**config.mk**
```make
export PLATFORM = sky130hd
export DESIGN_NAME = hex_scroll_decoder
export DESIGN_NICKNAME = d
export VERILOG_FILES = /design/src/rtl/hex_scroll_decoder.sv
export SDC_FILE = /design/constraint.sdc
export NUM_CORES = 1
export LEC_CHECK = 0
export ABC_AREA = 1
export CELL_PAD_IN_SITES_DETAIL_PLACEMENT = 1
export CELL_PAD_IN_SITES_GLOBAL_PLACEMENT = 1
export CORE_MARGIN = 2
export CORE_UTILIZATION = 38
export CTS_BUF_LIST = sky130_fd_sc_hd__clkbuf_8
export DETAILED_ROUTE_END_ITERATION = 16
export GPL_ROUTABILITY_DRIVEN = 0
export PLACE_DENSITY_LB_ADDON = 0.1
export SYNTH_ARGS = -nofsm -noshare
export SYNTH_HDL_FRONTEND = slang
export SYNTH_SLANG_ARGS = --single-unit
```
**constraint.sdc**
```tcl
create_clock -name clk -period 2.1 [get_ports clk]
set_clock_uncertainty 0.2 [all_clocks]
set_input_delay 0.525 -clock clk [delete_from_list [all_inputs] [get_ports clk]]
set_output_delay 0.525 -clock clk [all_outputs]
set_load 0.03 [all_outputs]
```
**src/rtl/hex_scroll_decoder.sv**
```systemverilog
// Read-back monitor for the 8-digit HEX scroller: decodes digits, checks HELLO rotation and scroll step.
// Define HEX_SCROLL_DEC_ERRCNT_EN to add the saturating err_cnt output.
module hex_scroll_decoder #(
    parameter int NDIG   = 8,
    parameter int CODE_W = 4
) (
    input  logic                     clk,
    input  logic                     reset_n,
    input  logic [6:0]               seg_in,
    input  logic                     seg_valid,
    input  logic                     seg_last,
    output logic [NDIG*CODE_W-1:0]   frame_codes,
    output logic                     frame_done,
    output logic                     hello_match,
    output logic [2:0]               rot_idx,
    output logic                     step_ok,
    output logic                     frame_err
`ifdef HEX_SCROLL_DEC_ERRCNT_EN
    ,
    output logic [7:0]               err_cnt
`endif
);
    localparam int IW = $clog2(NDIG);
    localparam logic [NDIG*CODE_W-1:0] MSG =
        {4'd4, 4'd4, 4'd4, 4'd3, 4'd2, 4'd2, 4'd1, 4'd0};
    localparam logic [CODE_W-1:0] BAD = {CODE_W{1'b1}};

    typedef enum logic {S_COLLECT, S_DROP} state_t;

    state_t                       r_state;
    state_t                       w_state_nxt;
    logic [IW-1:0]                r_idx;
    logic [(NDIG-1)*CODE_W-1:0]   r_asm;
    logic [NDIG*CODE_W-1:0]       r_frame;
    logic                         r_done;
    logic                         r_match;
    logic [2:0]                   r_rot;
    logic                         r_step;
    logic                         r_err;
    logic                         r_pmatch;
    logic [2:0]                   r_prot;

    logic [CODE_W-1:0]            w_code;
    logic [NDIG*CODE_W-1:0]       w_frame;
    logic [NDIG-1:0]              w_rot_hit;
    logic                         w_hit;
    logic                         w_bad;
    logic [2:0]                   w_rot;
    logic                         w_step;
    logic                         w_last_slot;
    logic                         w_wr;
    logic                         w_done;
    logic                         w_ferr;
    logic                         w_clr;
    logic                         w_err_pulse;

    // Patterns are compared active-high after inverting the bus.
    always_comb begin
        w_code = BAD;
        case (~seg_in)
            7'b0110111: w_code = 4'd0;
            7'b1001111: w_code = 4'd1;
            7'b0001110: w_code = 4'd2;
            7'b1111110: w_code = 4'd3;
            7'b0000000: w_code = 4'd4;
            default:    w_code = BAD;
        endcase
    end

    assign w_last_slot = (r_idx == IW'(NDIG - 1));
    assign w_frame     = {w_code, r_asm};

    function automatic logic [NDIG*CODE_W-1:0] rot_msg(input int r);
        rot_msg = '0;
        for (int k = 0; k < NDIG; k++)
            rot_msg[k*CODE_W +: CODE_W] = MSG[((k + r) % NDIG)*CODE_W +: CODE_W];
    endfunction

    for (genvar gr = 0; gr < NDIG; gr++) begin : g_rot
        assign w_rot_hit[gr] = (w_frame == rot_msg(gr));
    end

    always_comb begin
        w_hit = |w_rot_hit;
        w_rot = 3'd0;
        w_bad = 1'b0;
        for (int r = NDIG - 1; r >= 0; r--)
            if (w_rot_hit[r]) w_rot = 3'(r);
        for (int k = 0; k < NDIG; k++)
            if (w_frame[k*CODE_W +: CODE_W] == BAD) w_bad = 1'b1;
    end

    assign w_step      = w_hit && r_pmatch && (w_rot == r_prot + 3'd1);
    assign w_err_pulse = w_ferr | (w_done & w_bad);

    always_comb begin
        w_state_nxt = r_state;
        w_wr        = 1'b0;
        w_done      = 1'b0;
        w_ferr      = 1'b0;
        w_clr       = 1'b0;
        unique case (r_state)
            S_COLLECT: begin
                if (seg_valid) begin
                    if (seg_last && w_last_slot) begin
                        w_done = 1'b1;
                        w_clr  = 1'b1;
                    end else if (seg_last) begin
                        // The short frame already ended on this beat.
                        w_ferr = 1'b1;
                        w_clr  = 1'b1;
                    end else if (w_last_slot) begin
                        w_ferr      = 1'b1;
                        w_clr       = 1'b1;
                        w_state_nxt = S_DROP;
                    end else begin
                        w_wr = 1'b1;
                    end
                end
            end
            S_DROP: begin
                if (seg_valid && seg_last) begin
                    w_clr       = 1'b1;
                    w_state_nxt = S_COLLECT;
                end
            end
        endcase
    end

    always_ff @(posedge clk or negedge reset_n) begin
        if (!reset_n) begin
            r_state  <= S_COLLECT;
            r_idx    <= '0;
            r_asm    <= '0;
            r_frame  <= '0;
            r_done   <= 1'b0;
            r_match  <= 1'b0;
            r_rot    <= 3'd0;
            r_step   <= 1'b0;
            r_err    <= 1'b0;
            r_pmatch <= 1'b0;
            r_prot   <= 3'd0;
        end else begin
            r_state <= w_state_nxt;
            r_done  <= w_done;
            r_err   <= w_err_pulse;
            if (w_wr) begin
                r_asm[r_idx*CODE_W +: CODE_W] <= w_code;
                r_idx <= r_idx + 1'b1;
            end
            if (w_clr) r_idx <= '0;
            if (w_done) begin
                r_frame  <= w_frame;
                r_match  <= w_hit;
                r_rot    <= w_hit ? w_rot : 3'd0;
                r_step   <= w_step;
                r_pmatch <= w_hit;
                r_prot   <= w_rot;
            end else if (w_ferr) begin
                r_pmatch <= 1'b0;
            end
        end
    end

    assign frame_codes = r_frame;
    assign frame_done  = r_done;
    assign hello_match = r_match;
    assign rot_idx     = r_rot;
    assign step_ok     = r_step;
    assign frame_err   = r_err;

`ifdef HEX_SCROLL_DEC_ERRCNT_EN
    logic [7:0] r_err_cnt;

    always_ff @(posedge clk or negedge reset_n) begin
        if (!reset_n)
            r_err_cnt <= 8'd0;
        else if (w_err_pulse && r_err_cnt != 8'hFF)
            r_err_cnt <= r_err_cnt + 8'd1;
    end

    assign err_cnt = r_err_cnt;
`endif

endmodule

```
==> impl_metrics.ini <==
[clock_tree]
clock_latency_ps = 370
numClockSinks = 75
numCtsBuffers = 9
cts_max_level = 3
cts_tree = built
clk_pin_slew_ps = 80
cts_buffer_depth = 2
clockRootBuffer = clkbuf_8

[global_routing]
grt_pass1_wl_um = 20700
overflow = 0
grt_start_max_net_pins = 40
antenna_found_initial = 0
grt_usage_pct = 23.3
first_global_vias = 4212

[synthesis]
synth_edf_count = 0
syn_inst = 555
synth_common_cells = 156 x nand2_1, 81 x nor2_1, 75 x dfrtp_1
yosysMostFrequentCell = nand2_1
yosysTopAreaCellShare_pct = 45.5
synth-warning-count = 0
syn_area_mm2 = 0.00413
ys_seq_elements = 75
synth_nets = 577
ys_seq_area_share_pct = 45.5
synth_area_per_cell_um2 = 7.44
yosys-top-cells-area = dfrtp_1 45%, nand2_1 14%, nor2_1 7.4%, o21ai_0 6.4%, inv_1 5.0%
yosysTopAreaCell = dfrtp_1
synth_ff_type = dfrtp_1
yosysUniqueCellTypes = 35
synthArstFlopShare_pct = 100

[worst_setup_path]
start_kind = flip-flop
reg2reg_setup_slack_ps = 50
crit_start = r_idx[1]
critPathCaptureType = flip-flop
crit-reg2reg-launch = r_idx[1]
cp_data_required_time_ps = 2190
slowest_delay_ps = 410
worst-path-max-fanout = 7
arrival_ps = 2140
cp_slowest_cell = dfrtp_1
reg2reg_to = r_asm[22]
critical_path_class = reg2reg
crit_top_cell = ha_2
r2r_cells = 9
path_cells = ha_2 -> ha_2 -> inv_1 -> ha_2 -> nand2_4 -> buf_6 -> nor3_2 -> buf_4 -> mux2i_1

[die]
row_count = 38
dieArea_mm2 = 0.0117
core-area_mm2 = 0.0107
boundaryPins = 50
die_w_um = 108
initial_core_util_pct = 38.6
die_h_um = 108

[worst_hold_path]
min-delay-start = frame_codes[11]
holdPathStages = 2
worstHoldPathType = reg2reg
min_to = frame_codes[11]

[cells_and_area]
final_area_mm2 = 0.00560
final.fill_count = 1364
final_nets = 679
final_util_pct = 52.3
instances_no_fill = 802
drive_above_1_share_pct = 22.7
syn_to_final_growth_pct = 35.7
antennaDiodeCount = 0

[timing]
hold_violations = 0
tightest_slew_ps = 417
report.final.slew_viol_count = 0
slew_headroom_pct = 72.2
setup_viol = 0
hold_ws_ps = 279
period_share_pct = 97.5
finalCriticalPeriod_ps = 2050
rsz0062_at_grt = yes
max_freq_ghz = 0.488

[route]
num_vias = 3987
dr.pass1.iters = 4
drtIter0Drc = 135
wirelength_um = 12900
wl_per_cell_um = 16.1
drc = 0
ant_nets = 0
vias_per_cell = 4.97

[power]
power_density_mw_per_mm2 = 998
p_leak_uw = 0.00282
ir_drop_mv = 0.552
power_uw = 5590

[placement]
place_hpwl_um = 10000
place_inst = 777
dpl-instance-area_mm2 = 0.00508
numPortBuffers = 49

[flow_run]
cap_violations = 0

[run_status]
status = finished clean
-- flip-flops by register name, indices dropped and copies added, names as in the netlist, 3 cells and up --
name         count
frame_codes     32
r_asm           28
r_idx            3
r_prot           3
rot_idx          3
-- worst max-delay path by stage --
| stage | end | cells after the start |
|---|---|---|
| 4_1_cts | r_asm[9] | 10 |
| 3_5_place_dp | r_asm[26] | 12 |
| 2_1_floorplan | r_asm[12] | 9 |
| 6_report | r_asm[22] | 9 |
| 5_1_grt | r_asm[14] | 9 |
| 3_3_place_gp | r_asm[10] | 12 |
-- worst max-delay path, delay by kind of cell (launching register included) --
family | cells | cell delay, ps
multiplexers | 1 | 190
buffers and inverters | 3 | 390
adder cells (fa/ha/maj) | 3 | 550
AND/OR/NAND/NOR | 2 | 230
flip-flops | 1 | 410
-- power breakdown --
part / switching (uW) / internal (uW) / total, uW
clock network: 593 / 1070 / 1660
registers: 323 / 1750 / 2070
logic: 1220 / 645 / 1860
total: 2130 / 3460 / 5590
-- layout make-up --
cell class / instances / area, um2 / share of cell area [%]
clock buffers: 10 / 138 / 2.46
clock inverters: 6 / 159 / 2.84
inverters: 66 / 253 / 4.51
multi-input cells: 406 / 2130 / 38.1
flip-flops and latches: 75 / 1880 / 33.5
well taps: 140 / 175 / 3.13
repair buffers: 99 / 867 / 15.5
-- layer usage --
layer	up-vias	part of all wire, %	GRT usage, %
li1	1965	-	-
met1	1930	45	29.5
met2	68	50	40.4
met3	24	2.6	4.16
met4	0	2.2	7.05
met5	-	0	0
-- through the flow --
| stage | setup TNS, ps | worst slack (ps) |
|---|---|---|
| CTS | 0 | 0.908 |
| global placement | -11060 | -396 |
| finish | 0 | 52.8 |
| global route | -76.5 | -35.7 |
| detailed placement | -14920 | -516 |
| floorplan | 0 | 39.0 |
-- repair_timing --
action,CTS,global route
setup endpoints to repair,54,37
hold endpoints to repair,25,0
pin swaps,3,12
hold buffers,1,0
resized for setup,49,52
setup buffers,3,5
-- cells by family after synthesis --
| family | after synthesis | share of synthesized area [%] |
|---|---|---|
| compound gates | 71 | 9.34 |
| xor+xnor | 1 | 0.212 |
| fa+ha+maj | 11 | 3.34 |
| buf+inv | 74 | 7.00 |
| flops | 75 | 45.5 |
| mux | 1 | 0.243 |
| simple gates | 322 | 34.4 |
-- cells in the final DEF, fill, tap and decap left out, drive strengths merged, types with 3 or more instances in the layout --
cell            n
a21oi           6
o22ai           3
bufinv          5
ha             11
inv            66
nand3          38
dfrtp          75
dlymetal6s2s    7
o21ai          54
dlygate4sd2    39
nand2         164
nor2           99
clkbuf         10
nand4           9
nor3            9
buf            50
No activity file was read; power rests on OpenSTA's default activity.
